[src/rtl/parity_pkg.sv]
// Shared definitions for the parity frame transmitter.
//   state_t / IDLE..STOP : 3-bit FSM state codes
//   PAR_EVEN / PAR_ODD   : parity-select constants
//   clog2()              : ceil(log2(v)), sizes the bit and divider counters
package parity_pkg;

  typedef logic [2:0] state_t;

  localparam state_t IDLE   = 3'd0;
  localparam state_t START  = 3'd1;
  localparam state_t DATA   = 3'd2;
  localparam state_t PARITY = 3'd3;
  localparam state_t STOP   = 3'd4;

  localparam int PAR_EVEN = 0;
  localparam int PAR_ODD  = 1;

  function automatic int clog2(input int v);
    int r;
    r = 0;
    for (int i = 0; i < 31; i++)
      if ((1 << i) < v) r = i + 1;
    return r;
  endfunction

endpackage

[src/rtl/parity_calc.sv]
// Combinational parity of a DATA_W-bit word.
//   data : word to protect
//   par  : XOR of all data bits, inverted when ODD_PARITY selects odd parity
module parity_calc
  import parity_pkg::*;
#(
  parameter int DATA_W     = 8,
  parameter int ODD_PARITY = PAR_EVEN
) (
  input  logic [DATA_W-1:0] data,
  output logic              par
);

  localparam logic ODD_SEL = (ODD_PARITY != PAR_EVEN);

  assign par = (^data) ^ ODD_SEL;

endmodule

[src/rtl/parity_frame_tx.sv]
// Serial frame transmitter: start bit, DATA_W data bits LSB-first, parity
// bit, stop bit; every bit held for CLKS_PER_BIT clocks.
//   clk, rst_n         : clock, synchronous active-low reset
//   in_valid/in_ready  : word handshake (in_ready is high only while idle)
//   in_data            : word to send
//   tx                 : serial line, idle high
//   busy               : frame in progress
//   done               : one-cycle pulse in the first idle cycle after a frame
module parity_frame_tx
  import parity_pkg::*;
#(
  parameter int DATA_W       = 8,
  parameter int CLKS_PER_BIT = 4,
  parameter int ODD_PARITY   = PAR_EVEN
) (
  input  logic              clk,
  input  logic              rst_n,
  input  logic              in_valid,
  output logic              in_ready,
  input  logic [DATA_W-1:0] in_data,
  output logic              tx,
  output logic              busy,
  output logic              done
);

  localparam int DIV_W = (CLKS_PER_BIT > 1) ? clog2(CLKS_PER_BIT) : 1;
  localparam int BIT_W = clog2(DATA_W);
  localparam logic [DIV_W-1:0] DIV_LAST = DIV_W'(CLKS_PER_BIT - 1);
  localparam logic [BIT_W-1:0] BIT_LAST = BIT_W'(DATA_W - 1);

  state_t              state, state_d;
  logic [DIV_W-1:0]    div_cnt, div_cnt_d;
  logic [BIT_W-1:0]    bit_cnt, bit_cnt_d;
  logic [DATA_W-1:0]   shreg, shreg_d;
  logic                par_q, par_d, par_w;
  logic                tx_d, busy_d, done_d;
  logic                accept, bit_end;

  parity_calc #(.DATA_W(DATA_W), .ODD_PARITY(ODD_PARITY)) u_par (
    .data (in_data),
    .par  (par_w)
  );

  assign in_ready = (state == IDLE);
  assign accept   = in_valid && in_ready;
  // With CLKS_PER_BIT=1 DIV_LAST is 0 and the divider never leaves 0,
  // so every cycle is a bit boundary.
  assign bit_end  = (div_cnt == DIV_LAST);

  // State register
  always_ff @(posedge clk) begin
    if (!rst_n) state <= IDLE;
    else        state <= state_d;
  end

  // Next-state logic
  always_comb begin
    state_d = state;
    case (state)
      IDLE:    if (accept)                          state_d = START;
      START:   if (bit_end)                         state_d = DATA;
      DATA:    if (bit_end && bit_cnt == BIT_LAST)  state_d = PARITY;
      PARITY:  if (bit_end)                         state_d = STOP;
      STOP:    if (bit_end)                         state_d = IDLE;
      default:                                      state_d = IDLE;
    endcase
  end

  // Datapath next values: divider, bit counter, shift register, parity latch
  always_comb begin
    div_cnt_d = div_cnt;
    bit_cnt_d = bit_cnt;
    shreg_d   = shreg;
    par_d     = par_q;
    if (state == IDLE) begin
      div_cnt_d = '0;
      bit_cnt_d = '0;
      if (accept) begin
        shreg_d = in_data;
        par_d   = par_w;
      end
    end else begin
      div_cnt_d = bit_end ? '0 : div_cnt + 1'b1;
      if (state == DATA && bit_end) begin
        // Shift at every data boundary so shreg[0] is always the next bit out
        shreg_d   = shreg >> 1;
        bit_cnt_d = (bit_cnt == BIT_LAST) ? '0 : bit_cnt + 1'b1;
      end
    end
  end

  // Output logic: decoded from next state so tx/busy/done can be registered
  // and still change on the same edge as the state.
  always_comb begin
    tx_d   = 1'b1;
    busy_d = (state_d != IDLE);
    done_d = (state == STOP) && (state_d == IDLE);
    case (state_d)
      START:   tx_d = 1'b0;
      DATA:    tx_d = shreg_d[0];
      PARITY:  tx_d = par_d;
      default: tx_d = 1'b1;
    endcase
  end

  always_ff @(posedge clk) begin
    if (!rst_n) begin
      div_cnt <= '0;
      bit_cnt <= '0;
      shreg   <= '0;
      par_q   <= 1'b0;
      tx      <= 1'b1;
      busy    <= 1'b0;
      done    <= 1'b0;
    end else begin
      div_cnt <= div_cnt_d;
      bit_cnt <= bit_cnt_d;
      shreg   <= shreg_d;
      par_q   <= par_d;
      tx      <= tx_d;
      busy    <= busy_d;
      done    <= done_d;
    end
  end

endmodule

[config.mk]
export PLATFORM = sky130hd
export DESIGN_NAME = parity_frame_tx
export DESIGN_NICKNAME = d
export VERILOG_FILES = /design/src/rtl/parity_pkg.sv /design/src/rtl/parity_calc.sv /design/src/rtl/parity_frame_tx.sv
export SDC_FILE = /design/constraint.sdc
export NUM_CORES = 1
export LEC_CHECK = 0
export BUFFER_PORTS_ARGS = -buffer_cell sky130_fd_sc_hd__buf_2
export CORE_UTILIZATION = 45
export DETAILED_ROUTE_END_ITERATION = 12
export MAX_ROUTING_LAYER = met4
export PLACE_DENSITY_LB_ADDON = 0.15
export SYNTH_ARGS = -nofsm -noshare
export SYNTH_HDL_FRONTEND = slang
export SYNTH_HIERARCHICAL = 1
export SYNTH_SLANG_ARGS = --single-unit
[constraint.sdc]
create_clock -name clk -period 5.1 [get_ports clk]
set_clock_uncertainty 0.05 [all_clocks]
set_input_delay 1.02 -clock clk [delete_from_list [all_inputs] [get_ports clk]]
set_output_delay 1.02 -clock clk [all_outputs]
set_load 0.01 [all_outputs]
==> impl_metrics.csv <==
group,metric,value,unit
layout,nNetsFinal,130,
synth,synth.avg_cell_area,9.54,um2
synth,synthTopCellsByArea,"dfxtp_1, a22oi_1, nor2_1",
synth,synthArstFlopShare,0,
sta,maxSlewHeadroom,0.639,
route,post_drt_wl_per_cell,11.8,um
route,drt_iter0_drc,7,
synth,synth_edf_count,0,
place,hpwl,1220,um
worst_setup_path,max_stage_delay,0.46,ns
grt,grt_pass1_wl,2970,um
route,dr.pass1.iters,4,
worst_setup_path,r2r_slack,3.28,ns
hold_path,min_path_cells,1,
synth,syn_area,982,um2
layout,final_cell_mix,"dfxtp_1, nor2_1, buf_2, a22oi_1, a21oi_1",
worst_setup_path,slowest_stage,"dfxtp_1",
sta,finalHoldViolCount,0,
layout,final_common_cell,"dfxtp_1",
outcome,status,"finished, final reports clean",
layout,syn_to_final_growth,8.15,%
place,place_inst,138,
sta,grt_setup_unrepaired,"no",
synth,seq_area_frac_synth,0.408,
hold_path,hold_path.startpoint,"div_cnt[0]",
sta,final.setup.tns,0,ns
grt,grt_max_degree,14,
worst_setup_path,startpoint,"state[0]",
grt,first_global_vias,700,
floorplanning,start_util,0.491,
synth,ys.flop_type,"dfxtp_1",
synth,yosysTopAreaCell,"dfxtp_1",
synth,synth_xor_area_frac,0.0624,
floorplanning,io_pins,15,
grt,antenna_found_initial,0,
worst_setup_path,cp_num_buf_inv,1,
power,power,282,uW
synth,syn_inst,103,
sta,period_needed,2.27,ns
worst_setup_path,arrival,1.20,ns
clock_network,htree_levels,1,
power,powerDensity,265,mW/mm2
synth,synth-simple-area-share,0.227,
sta,slew_viol_final,0,
grt,gr-total-overflow,0,
route,route.detailed.drc,0,
clock_network,cts_setup_buffers,0,
worst_setup_path,worst-path-max-fanout,13,
clock_network,clk-insertion-delay-late,0.30,ns
clock_network,cts_sinks,20,
worst_setup_path,r2r_cells,5,
worst_setup_path,crit_path_start_kind,"flip-flop",
sta,setup_viol,0,
layout,final_area,0.00106,mm2
synth,synth-compound-area-share,0.169,
worst_setup_path,endpoint,"in_ready",
route,postRouteAntennaNets,0,
clock_network,cts_inserted_buffers,3,
synth,synth_top_area_frac,0.408,
synth,synth_top_family_by_area,"simple AND/OR/NAND/NOR gates",
synth,ys_warn_count,6,
sta,whs,0.381,ns
layout,layout-drive-gt1-share,0.228,
layout,instances_no_fill,141,
place,routabilityCongestion,0.783,
power,ir_worst_vdd,0.170,mV
sta,fin_crit_sh,0.445,
clock_network,cts_root_buf,"clkbuf_4",
clock_network,cts_resized,0,
worst_setup_path,crit_family,"flip-flops",
worst_setup_path,cp.required,4.03,ns
floorplanning,die_h,48.7,um
floorplanning,fp.dieW,48.7,um
worst_setup_path,endpoint_kind,"primary output",
power,p_leak,0.418,nW
synth,synth_mux_area_frac,0.0408,
floorplanning,core-area,0.00200,mm2
worst_setup_path,critPathKind,"reg2out",
hold_path,hold_class,"reg2reg",
place,placed_area,0.00104,mm2
worst_setup_path,r2r-start,"div_cnt[0]",
floorplanning,dieArea,0.00237,mm2
route,vias,746,
synth,ys_ff_latch,20,
place,io_buffer_count,14,
floorplanning,num_rows,16,
synth,yosysUniqueCellTypes,34,
route,drt-total-wl,1660,um
clock_network,cts_buffer_depth,2,
clock_network,cts_tree,"done",
synth,synth_fa_ha_area_frac,0.0382,
grt,grtUsageTotal,0.168,
clock_network,postCtsHoldBufs,0,
worst_setup_path,path_cells,"nor3_1 -> buf_2",
sta,max_clock_freq,440,MHz
clock_network,clk_pin_slew,0.10,ns
job,maxCapViolations,0,
route,viasPerCell,5.29,
worst_setup_path,path_depth,2,
synth,syn_nets,117,
worst_setup_path,reg2reg_to,"tx",
layout,antenna-diode-count,0,
sta,tightest_slew,0.539,ns
report_power, final:
part | switching (mW) | leakage [nW] | internal [mW] | total (mW)
sequential | 0.00491 | 0.164 | 0.164 | 0.168
clock | 0.0450 | 0.0138 | 0.0276 | 0.0726
combinational | 0.0200 | 0.240 | 0.0207 | 0.0407
synth_stat cells, drive strengths merged, types with 2 or more instances:
cell and n:
inv 2, dfxtp 20, nor3b 2, mux2i 4, and3 2, o21bai 2
xnor2 6, a22oi 7, ha 3, nand2 6, and2b 2, nor2 14
nor4b 3, buf 5, nor3 3, a211oi 2, a21oi 7
per-stage QoR:
stage | util | setup WS (ns)
after floorplan | - | 3.09
after global placement | 0.519 | 2.84
after detailed placement | 0.519 | 2.80
after CTS | 0.531 | 2.80
after global routing | 0.531 | 2.69
final | 0.531 | 2.83
routing by layer:
layer	routed length, um	track usage	vias up
met1	813	0.193	341
met4	49	0.103	0
met2	743	0.266	13
met3	52	0.0377	5
met5	0	-	-
li1	-	-	387
sequential cells by signal, indices dropped and copies added, names as in the netlist:
| signal | count |
|---|---|
| bit_cnt | 3 |
| shreg | 8 |
| done | 1 |
| state | 3 |
| div_cnt | 2 |
| par_q | 1 |
| tx | 1 |
| busy | 1 |
final cells by class:
cell class | instances | area [um2]
clock buffers | 3 | 22.5
fillers | 193 | 940
inverters | 2 | 7.51
multi-input cells | 75 | 528
flip-flops and latches | 20 | 400
well taps | 27 | 33.8
repair buffers | 14 | 70.1
how the worst min path moves through the flow:
stage	slack (ns)	endpoint
6_report	0.38	div_cnt[0]
5_1_grt	0.43	div_cnt[0]
4_1_cts	0.39	div_cnt[0]
3_5_place_dp	0.37	div_cnt[0]
3_3_place_gp	0.36	div_cnt[0]
2_1_floorplan	0.35	div_cnt[0]
logic make-up after synthesis:
group / count (synthesis)
buffers and inverters: 8
AOI/OAI and AO/OA: 24
DFF: 20
muxes: 4
xor gates and xnor gates: 7
adders and majority gates: 3
and+or+nand+nor: 37
No activity file was read; power rests on OpenSTA's default activity.
